**config.mk**
```make
export PLATFORM = sky130hd
export DESIGN_NAME = cla_pipe_adder
export DESIGN_NICKNAME = d
export VERILOG_FILES = /design/src/rtl/cla_pipe_adder.sv
export SDC_FILE = /design/constraint.sdc
export NUM_CORES = 1
export LEC_CHECK = 0
export CORE_MARGIN = 1
export CORE_UTILIZATION = 53
export DETAILED_ROUTE_END_ITERATION = 10
export GPL_TIMING_DRIVEN = 0
export PLACE_DENSITY = 0.84
export SLEW_MARGIN = 40
export SYNTH_ARGS = -nofsm -noshare
export SYNTH_HDL_FRONTEND = slang
export SYNTH_SLANG_ARGS = --single-unit
```
**constraint.sdc**
```tcl
create_clock -name clk -period 5.5 [get_ports clk]
set_clock_uncertainty 0.15 [all_clocks]
set_input_delay 0.825 -clock clk [delete_from_list [all_inputs] [get_ports clk]]
set_output_delay 0.825 -clock clk [all_outputs]
set_load 0.005 [all_outputs]
```
**src/rtl/cla_pipe_adder.sv**
```systemverilog
// cla_pipe_adder: pipelined two-level carry-lookahead adder/subtractor.
// Each stage adds one slice of 4-bit groups and registers its carry-out.
module cla_pipe_adder #(
  parameter int WIDTH  = 32,
  parameter int STAGES = 2
) (
  input  logic             clk,
  input  logic             rst,
  input  logic             in_valid,
  output logic             in_ready,
  input  logic [WIDTH-1:0] a,
  input  logic [WIDTH-1:0] b,
  input  logic             cin,
  input  logic             sub,
  output logic             out_valid,
  input  logic             out_ready,
  output logic [WIDTH-1:0] sum,
  output logic             cout,
  output logic             ovf
);
  localparam int SW = WIDTH / STAGES;
  localparam int NG = SW / 4;
  localparam int L  = STAGES - 1;

  function automatic logic [1:0] grp_gp(
    input logic [3:0] x,
    input logic [3:0] y
  );
    logic [3:0] p, g;
    logic       gg;
    p  = x ^ y;
    g  = x & y;
    gg = g[3]
       | (p[3] & g[2])
       | (p[3] & p[2] & g[1])
       | (p[3] & p[2] & p[1] & g[0]);
    return {gg, &p};
  endfunction

  function automatic logic [3:0] grp_add(
    input logic [3:0] x,
    input logic [3:0] y,
    input logic       ci
  );
    logic [3:0] p, g, c;
    p    = x ^ y;
    g    = x & y;
    c[0] = ci;
    c[1] = g[0] | (p[0] & ci);
    c[2] = g[1] | (p[1] & g[0])
         | (p[1] & p[0] & ci);
    c[3] = g[2] | (p[2] & g[1])
         | (p[2] & p[1] & g[0])
         | (p[2] & p[1] & p[0] & ci);
    return p ^ c;
  endfunction

  // Returns {slice carry-out, slice sum}.
  function automatic logic [SW:0] slice_add(
    input logic [SW-1:0] x,
    input logic [SW-1:0] y,
    input logic          ci
  );
    logic [NG-1:0] gg, gp;
    logic [NG:0]   gc;
    logic [SW-1:0] s;
    logic          acc_g, acc_p;
    for (int k = 0; k < NG; k++)
      {gg[k], gp[k]} = grp_gp(x[4*k+:4], y[4*k+:4]);
    gc[0] = ci;
    for (int k = 1; k <= NG; k++) begin
      acc_g = 1'b0;
      acc_p = 1'b1;
      for (int j = k - 1; j >= 0; j--) begin
        acc_g = acc_g | (acc_p & gg[j]);
        acc_p = acc_p & gp[j];
      end
      gc[k] = acc_g | (acc_p & ci);
    end
    s = '0;
    for (int k = 0; k < NG; k++)
      s[4*k+:4] = grp_add(x[4*k+:4], y[4*k+:4], gc[k]);
    return {gc[NG], s};
  endfunction

  logic adv;
  assign adv      = ~out_valid | out_ready;
  assign in_ready = adv;

  for (genvar s = 0; s < STAGES; s++) begin : g_st
    localparam int LO = s * SW;
    localparam int HW = WIDTH - (s + 1) * SW;

    logic [WIDTH-1:0]    xs;
    logic [WIDTH-LO-1:0] bin;
    logic [SW-1:0]       ys;
    logic                cs, vs;
    logic [SW:0]         r;
    logic [WIDTH-1:0]    x_d, x_q;
    logic                c_d, c_q;
    logic                v_d, v_q;

    if (s == 0) begin : g_src
      assign xs  = a;
      assign bin = sub ? ~b : b;
      assign cs  = cin;
      assign vs  = in_valid;
    end else begin : g_src
      assign xs  = g_st[s-1].x_q;
      assign bin = g_st[s-1].g_b.b_q;
      assign cs  = g_st[s-1].c_q;
      assign vs  = g_st[s-1].v_q;
    end

    assign ys = bin[SW-1:0];

    // x carries finished sum bits below the slice, raw A above it.
    always_comb begin
      r           = slice_add(xs[LO+:SW], ys, cs);
      x_d         = xs;
      x_d[LO+:SW] = r[SW-1:0];
      c_d         = r[SW];
      v_d         = vs;
    end

    always_ff @(posedge clk or posedge rst) begin
      if (rst) begin
        x_q <= '0;
        c_q <= 1'b0;
        v_q <= 1'b0;
      end else if (adv) begin
        x_q <= x_d;
        c_q <= c_d;
        v_q <= v_d;
      end
    end

    if (s < L) begin : g_b
      logic [HW-1:0] b_d, b_q;
      assign b_d = bin[WIDTH-LO-1:SW];
      always_ff @(posedge clk or posedge rst) begin
        if (rst)      b_q <= '0;
        else if (adv) b_q <= b_d;
      end
    end

    if (s == L) begin : g_o
      logic o_d, o_q;
      // Carry into the MSB recovered as a ^ b ^ sum at that bit.
      assign o_d = xs[WIDTH-1] ^ ys[SW-1]
                 ^ r[SW-1] ^ r[SW];
      always_ff @(posedge clk or posedge rst) begin
        if (rst)      o_q <= 1'b0;
        else if (adv) o_q <= o_d;
      end
    end
  end

  assign sum       = g_st[L].x_q;
  assign cout      = g_st[L].c_q;
  assign out_valid = g_st[L].v_q;
  assign ovf       = g_st[L].g_o.o_q;

endmodule

```
Word-level counts from Yosys, hierarchy flattened
Index checks and enable logic that the tools add are counted.
{"block": "word_totals", "in_bits": 70, "elab_cells": 283, "regBits": 85, "out_inout_bits": 36}
{"block": "classes", "n_reduce_logical": 8, "n_mux": 1, "bitwise": 266}
{"cell": "$and 1x1->1", "count": 144}
{"cell": "$or 1x1->1", "count": 93}
{"cell": "$xor 4x4->4", "count": 16}
{"cell": "$and 4x4->4", "count": 8}
{"cell": "$mux 32", "count": 1}
{"cell": "$not 32->32", "count": 1}
{"cell": "$reduce_and 4->1", "count": 8}
{"cell": "$xor 1x1->1", "count": 3}
{"cell": "$not 1->1", "count": 1}

Logic depth before layout (Yosys ltp)
Gate-level depths: netlist of the first run.
{"block": "logic_depth", "ltp_word": 14, "depth_mapped": 12, "mapped_depth_nobuf": 10}

Least setup slack after synthesis of the first run
OpenSTA, ideal clock, no wires.
{"block": "synth_path", "path_type": "input-to-reg", "start": "input sub", "end": "register g_st[0].x_q[13]", "arrival_ns": 3.349, "stages": 12, "path_buffers": 2, "path_slack_ns": 1.923, "setup_ns": 0.077, "t_required_ns": 5.273, "path_cell_list": "clkbuf_1 -> buf_1 -> xor2_1 -> ha_1 -> nand3_1 -> a32oi_2 -> a31oi_2 -> a21oi_1 -> nor2b_1 -> fa_1 -> xor2_1 -> a21oi_1"}
{"block": "synth_between", "elab_chain_len": 13, "elab_cells_between_ends": 47, "cone_classes": "mux (1); bitwise (43); reduce/logical (3)"}
{"item": "start: declaration", "line_no": "14", "source": "input logic sub,"}
{"item": "$mux 32 (*)", "line_no": "105", "source": "assign bin = sub ? ~b : b;"}
{"item": "$xor 4x4->4 / $and 4x4->4 (equally long branches)"}
{"item": "$and 1x1->1, on equally long branches", "line_no": "34, 35, 36"}
{"item": "$or 1x1->1 (tied with other cells)", "line_no": "34", "source": "| (p[3] & g[2])"}
{"item": "$or 1x1->1 / $and 1x1->1 (equally long branches)", "line_no": "35, 36"}
{"item": "$or 1x1->1", "line_no": "36", "source": "| (p[3] & p[2] & p[1] & g[0]);"}
{"item": "$and 1x1->1", "line_no": "75", "source": "acc_g = acc_g | (acc_p & gg[j]);"}
{"item": "$or 1x1->1 (2 in series)", "line_no": "75"}
{"item": "$or 1x1->1", "line_no": "78", "source": "gc[k] = acc_g | (acc_p & ci);"}
{"item": "$and 1x1->1", "line_no": "49", "source": "c[1] = g[0] | (p[0] & ci);"}
{"item": "$or 1x1->1", "line_no": "49"}
{"item": "$xor 4x4->4 (*)", "line_no": "55", "source": "return p ^ c;"}
{"item": "end signal: assignment", "line_no": "128", "source": "x_q <= '0;"}
{"item": "end signal: assignment", "line_no": "132", "source": "x_q <= x_d;"}
{"item": "end: declaration", "line_no": "99", "source": "logic [WIDTH-1:0] x_d, x_q;"}
Every way passes the cells marked *; elsewhere a longest branch is shown, timed or not.
A chain may end at the register's enable or synchronous reset.

Final worst setup path of the first run
{"block": "layout_path", "start": "input out_ready", "end": "output in_ready"}
{"block": "layout_between", "elab_chain_len": 1}
{"item": "start: declaration", "line_no": "16", "source": "input logic out_ready,"}
{"item": "$or 1x1->1", "line_no": "87", "source": "assign adv = ~out_valid | out_ready;"}
{"item": "end: declaration", "line_no": "10", "source": "output logic in_ready,"}
No other way between the ends.

==> flow_summary.yaml, run 1 <==
flow_run:
  drv_cap: 0
yosys:
  synth_xor_area_frac: 0.0933
  synth_fp_nets: 617
  muxShareOfSynthArea: 0
  synthAdderAreaFrac: 0.119
  synth-simple-area-share: 0.183
  yosysTopAreaCellShare: 0.453
  synth_edf_count: 0
  yosys_warnings: 0
  ys_seq_area_frac: 0.453
  ys_ff_latch: 85
  synth_top_family_by_area: "simple AND/OR/NAND/NOR gates"
  synth_area_um2: 4690
  syn_avg_cell_area_um2: 9.26
  synth_cells: 507
  synth.area.top_cells: "dfrtp_1, nand2_1, ha_1"
  async_flop_share: 1.00
  synth_top_area_cell: "dfrtp_1"
  synth-compound-area-share: 0.123
  ys.flop_type: "dfrtp_1"
  synth_cell_type_count: 46
critical_path:
  regToRegSetupSlack_ns: 2.68
  crit-reg2reg-capture: "sum[29]"
  path_buf_inv: 6
  cp_cell_sequence: "clkdlybuf4s50_1 -> nor2b_1 -> clkbuf_1 -> inv_2 -> clkbuf_1 -> buf_1 -> clkdlybuf4s50_1"
  r2r_cells: 10
  arrival_ns: 3.44
  start_kind: "primary input"
  slowest_stage: "clkdlybuf4s50_1"
  critPathRequiredTime_ns: 4.53
  max_stage_delay_ns: 0.62
  path_delay_family: "buffers and inverters"
  cp-end-kind: "output pin"
  r2r_start: "g_st[0].x_q[16]"
  critPathMaxFanout: 10
  critical_path_class: "in -> out"
  critPathLaunch: "out_ready"
clock_network:
  clock_path_buffers: 2
  cts-root-buf: "clkbuf_8"
  htreeDepth: 3
  post_cts_buffers: 0
  clock_latency_ns: 0.36
  cts.sinks: 85
  clk_pin_slew_ns: 0.08
  cts_resized: 0
  cts_inserted_buffers: 9
  cts_tree: "built"
  postCtsHoldBufs: 0
power:
  power_frac_seq: 0.413
  p_int_uw: 1470
  pwr-share-clk: 0.200
  ir_worst_vdd_uv: 157
  comb_power_share: 0.386
  switchingPower_uw: 757
  netSwitchingFraction: 0.339
  total_leakage_power_uw: 0.00276
  p_per_area_nw_per_um2: 366
cells_and_area:
  nets: 733
  synthToLayoutAreaGrowth_pct: 29.9
  fin_cells: 733
  finalCoreUtilization: 0.728
  layout-drive-gt1-share: 0.0414
  stdcell_area_um2: 6100
  n_antenna_cell: 0
  fill_cells: 605
sta:
  hold_viol: 0
  fmax_ghz: 0.227
  period_needed_ns: 4.41
  fin_tns_setup_ns: 0
  worst_slew_pin_slew_ns: 0.704
  grt_setup_unrepaired: "no"
  max_slew_margin: 0.531
  post-route-period-util: 0.802
  slew_viol_final: 0
  finalSetupViolCount: 0
placed_design:
  place_inst: 717
  place.gp.congestion: 0.880
  placed_area_um2: 5900
  port_buffers: 104
  dp_hpwl_mm: 9.04
worst_hold_path:
  hp-start: "sum[20]"
  hold_depth: 2
  hp-class: "reg -> reg"
  hold-path-endpoint: "sum[20]"
floorplan:
  core_area_um2: 8380
  fp.dieW_um: 96.1
  io-pin-count: 106
  initial_core_util: 0.560
  dieArea_um2: 9240
  die_h_um: 96.1
  row_count: 33
status:
  status: "completed"
global_routing:
  grt_pass1_vias: 4145
  grt_pass1_wl_mm: 19.4
  antenna_found_initial: 0
  grt_start_max_net_pins: 53
  grt-ovfl-total: 0
  grt_use_total: 0.284
route:
  wire_per_inst_um: 16.3
  route.detailed.drc: 0
  vias_per_cell: 5.53
  first_pass_iters: 5
  drt_iter0_drc: 261
  via_count: 4053
  drtAntennaViolNets: 0
  drt-total-wl_mm: 12.0
==> metrics by stage <==
step / power, uW / worst slack (ns) / hold slack [ns]
global route: 2380 / 0.953 / 0.347
CTS: 2230 / 1.12 / 0.324
global placement: 1740 / 1.08 / 0.295
floorplan: 1370 / 1.92 / 0.280
detailed placement: 1790 / 1.11 / 0.306
finish: 2230 / 1.09 / 0.321
==> Yosys cell counts, types with 2 or more instances <==
| cell | number |
|---|---|
| nand2_1 | 148 |
| dfrtp_1 | 85 |
| ha_1 | 32 |
| o21ai_0 | 29 |
| xnor2_1 | 28 |
| a21oi_1 | 27 |
| xor2_1 | 22 |
| nor2_1 | 21 |
| clkbuf_1 | 18 |
| inv_1 | 11 |
| a21o_1 | 8 |
| fa_1 | 8 |
| nand3_1 | 8 |
| o21ai_1 | 8 |
| or3_1 | 5 |
| a211oi_1 | 4 |
| buf_1 | 4 |
| a31oi_1 | 3 |
| a31o_1 | 2 |
| and2_1 | 2 |
| and3_1 | 2 |
| nand4_1 | 2 |
| nand4b_1 | 2 |
| nor2b_1 | 2 |
| nor3b_1 | 2 |
| nor4_1 | 2 |
| nor4b_1 | 2 |
| or4b_1 | 2 |
==> state kept, by name, summed over array words and instances (netlist names) <==
name / flops
g_st.v_q: 1
sum: 32
cout: 1
g_st.c_q: 1
g_st.x_q: 32
g_st.g_b.b_q: 16
ovf: 1
out_valid: 1
==> worst max-delay path by stage <==
stage | endpoint | slack, ns | cells past startpoint
floorplan | g_st[0].x_q[13] | 1.92 | 12
global placement | g_st[0].x_q[29] | 1.08 | 2
detailed placement | in_ready | 1.11 | 7
CTS | in_ready | 1.12 | 7
global route | in_ready | 0.95 | 7
finish | in_ready | 1.09 | 7
==> cells in the final DEF (no fill, tap or decap), types with 3 or more instances in the layout <==
master / Yosys / routed
fa_1: 8 / 8
a31oi_1: 3 / 3
ha_1: 32 / 32
a211oi_1: 4 / 4
or3_1: 5 / 5
xnor2_1: 28 / 28
nor2_1: 21 / 21
a21o_1: 8 / 8
clkdlybuf4s50_1: 0 / 104
xor2_1: 22 / 22
a21oi_1: 27 / 27
dfrtp_1: 85 / 85
clkbuf_8: 0 / 9
clkinv_4: 0 / 3
o21ai_1: 8 / 8
clkbuf_1: 18 / 18
nand3_1: 8 / 8
nand2_1: 148 / 148
o21ai_0: 29 / 29
buf_1: 4 / 4
inv_1: 11 / 10
==> layout make-up <==
type                            count  area (um2)  area share
Inverter                           12        50.0     0.00821
Tap cell                          105         131      0.0215
Sequential cell                    85        2130       0.349
Clock buffer                        9         124      0.0203
Buffer                             23        87.6      0.0144
Timing Repair Buffer              105        1070       0.175
Clock inverter                      7        76.3      0.0125
Multi-Input combinational cell    387        2430       0.399
==> logic make-up (layout without fill, tap and decap cells) <==
| group | count (synthesis) | after routing |
|---|---|---|
| DFF | 85 | 85 |
| buffers and inverters | 35 | 156 |
| and+or+nand+nor | 203 | 203 |
| adders and majority gates | 40 | 40 |
| xor gates and xnor gates | 50 | 50 |
| AOI/OAI and AO/OA | 94 | 94 |
==> power by group through the flow <==
stage | sequential, uW | combinational, uW | clock (uW)
global placement | 924 | 818 | 0
finish | 922 | 862 | 447
detailed placement | 933 | 855 | 0
global route | 940 | 957 | 479
CTS | 922 | 861 | 451
floorplan | 914 | 455 | 0
==> layer usage <==
metal,GRT usage,up-vias,share of wire
met4,0.139,0,0.029
met1,0.362,1917,0.42
li1,-,1918,-
met5,0,-,0
met2,0.477,186,0.49
met3,0.0379,32,0.066
==> worst register-to-register path: cells and delay by family, from the launching register on <==
kind | cells | cell delay (ns)
AO/OA/AOI/OAI | 5 | 1.07
XOR/XNOR | 1 | 0.16
adder cells (fa/ha/maj) | 2 | 0.74
flip-flops | 1 | 0.40
AND/OR/NAND/NOR | 2 | 0.17
(Power assumes the default switching activity.)
==> run 2: changes to the inputs <==
- CORE_UTILIZATION: 53 -> 46
- PLACE_DENSITY: 0.84 -> 0.77
- clock period: 5.5 -> 3.8 ns (I/O delays scaled with it)
==> flow_summary.yaml, run 2 (synthesis results as in run 1) <==
worst_hold_path:
  hp-class: "reg -> reg"
global_routing:
  grt-ovfl-total: 0
  grt_start_max_net_pins: 64
  grt_pass1_wl_mm: 18.8
  grt_pass1_vias: 3955
  antenna_found_initial: 0
  grt_use_total: 0.236
power:
  p_per_area_nw_per_um2: 516
  total_leakage_power_uw: 0.00275
  comb_power_share: 0.390
  power_frac_seq: 0.422
  finalPower_uw: 3160
  netSwitchingFraction: 0.336
  ir_worst_vdd_uv: 224
  switchingPower_uw: 1060
  pwr-share-clk: 0.188
  p_int_uw: 2100
clock_network:
  cts_tree: "built"
  htreeDepth: 3
  cts.sinks: 85
  cts-root-buf: "clkbuf_8"
  clock_path_buffers: 2
  post_cts_buffers: 0
  clock_latency_ns: 0.35
  clk_pin_slew_ns: 0.08
  cts_inserted_buffers: 9
placed_design:
  placed_area_um2: 5930
  dp_slack_ns: -0.208
  dp_hpwl_mm: 8.93
  port_buffers: 104
  place_inst: 745
  place.gp.congestion: 0.867
floorplan:
  io-pin-count: 106
  die_h_um: 103
  fp.dieW_um: 103
  initial_core_util: 0.478
  core_area_um2: 9820
  dieArea_um2: 10600
  row_count: 36
cells_and_area:
  n_antenna_cell: 0
  layout_commonest_cell: "nand2_1"
  finalCoreUtilization: 0.623
  layout_common_cells: "nand2_1, clkdlybuf4s50_1, dfrtp_1"
  stdcell_area_um2: 6120
  synthToLayoutAreaGrowth_pct: 30.4
  fin_cells: 761
  layout-drive-gt1-share: 0.0446
  nets: 733
critical_path:
  cp-end-kind: "output pin"
  critPathMaxFanout: 10
  critPathRequiredTime_ns: 3.08
  arrival_ns: 2.92
  critical_path_class: "in -> out"
  start_kind: "primary input"
sta:
  max_slew_margin: 0.522
  post-route-period-util: 0.959
  grt_setup_unrepaired: "no"
  fmax_ghz: 0.274
  period_needed_ns: 3.64
  hold_viol: 0
  finalSetupViolCount: 0
  worst_slew_pin_slew_ns: 0.717
  slew_viol_final: 0
  fin_ws_ns: 0.157
route:
  drt_iter0_drc: 195
  first_pass_iters: 4
  vias_per_cell: 5.16
  drtAntennaViolNets: 0
  route.detailed.drc: 0
  drt-total-wl_mm: 11.7
  wire_per_inst_um: 15.3
  via_count: 3929
status:
  status: "completed"
flow_run:
  drv_cap: 0
run 2: changes by cell type in the layout (fill, tap and decap cells not counted):
cell | before | now
buf_1 | 4 | 3
clkinv_4 | 3 | 0
clkbuf_1 | 18 | 17
clkbuf_8 | 9 | 11
buf_2 | 1 | 2
clkinvlp_4 | 2 | 4
bufinv_16 | 1 | 0
clkbuf_2 | 0 | 1
run 2: what timing repair did:
action	4_1_cts	5_1_grt
hold endpoints to repair	0	0
hold buffers	0	0
setup endpoints to repair	1	1
resized for setup	1	2
gates cloned	0	0
run 2: worst paths after layout:
check                                  to  slack, ns  cells after the start          startpoint
setup reg to reg                  sum[29]       1.03                     10  g_st[0].g_b.b_q[0]
hold / removal                g_st[0].v_q       0.32                      2         g_st[0].v_q
hold reg to reg               g_st[0].v_q       0.32                      2         g_st[0].v_q
min in group asynchronous         sum[14]       0.38                      2                 rst
max in group asynchronous  g_st[0].x_q[1]       2.56                      3                 rst
setup / recovery                 in_ready       0.16                      7           out_ready
run 2: cell type report:
| cell class | count | area (um2) |
|---|---|---|
| fillers | 883 | 3700 |
| multi-input cells | 387 | 2430 |
| flip-flops and latches | 85 | 2130 |
| repair buffers | 105 | 1070 |
| well taps | 133 | 166 |
| clock buffers | 11 | 151 |
| plain buffers | 23 | 90.1 |
| inverters | 12 | 50.0 |
| clock inverters | 5 | 35.0 |
run 2: power by group through the flow:
stage                     Clock, uW  Combinational, uW  Sequential (uW)
final                           594               1230             1330
after global routing            633               1370             1360
after CTS                       601               1240             1340
after detailed placement          0               1230             1350
after global placement            0               1190             1340
after floorplan                   0                659             1320
run 2: worst max-delay path, cell delays in order:
cell and delay [ns]:
clkdlybuf4s50_1 0.46, nor2b_1 0.10, clkbuf_2 0.22, inv_2 0.16
clkbuf_1 0.47, buf_2 0.39, clkdlybuf4s50_1 0.56
run 2: metal layers:
| metal | part of all wire | wire, um | vias up | GRT usage |
|---|---|---|---|---|
| met4 | 0.022 | 252 | 0 | 0.0964 |
| met2 | 0.49 | 5740 | 112 | 0.406 |
| met5 | 0 | 0 | - | 0 |
| met3 | 0.050 | 588 | 20 | 0.0271 |
| li1 | - | - | 1921 | - |
| met1 | 0.44 | 5100 | 1876 | 0.304 |
run 2: stage by stage:
stage | hold slack, ns | setup TNS, ns
final | 0.316 | 0
after global routing | 0.343 | 0
after CTS | 0.320 | 0
after detailed placement | 0.303 | -0.233
after global placement | 0.295 | -31.36
after floorplan | 0.280 | 0
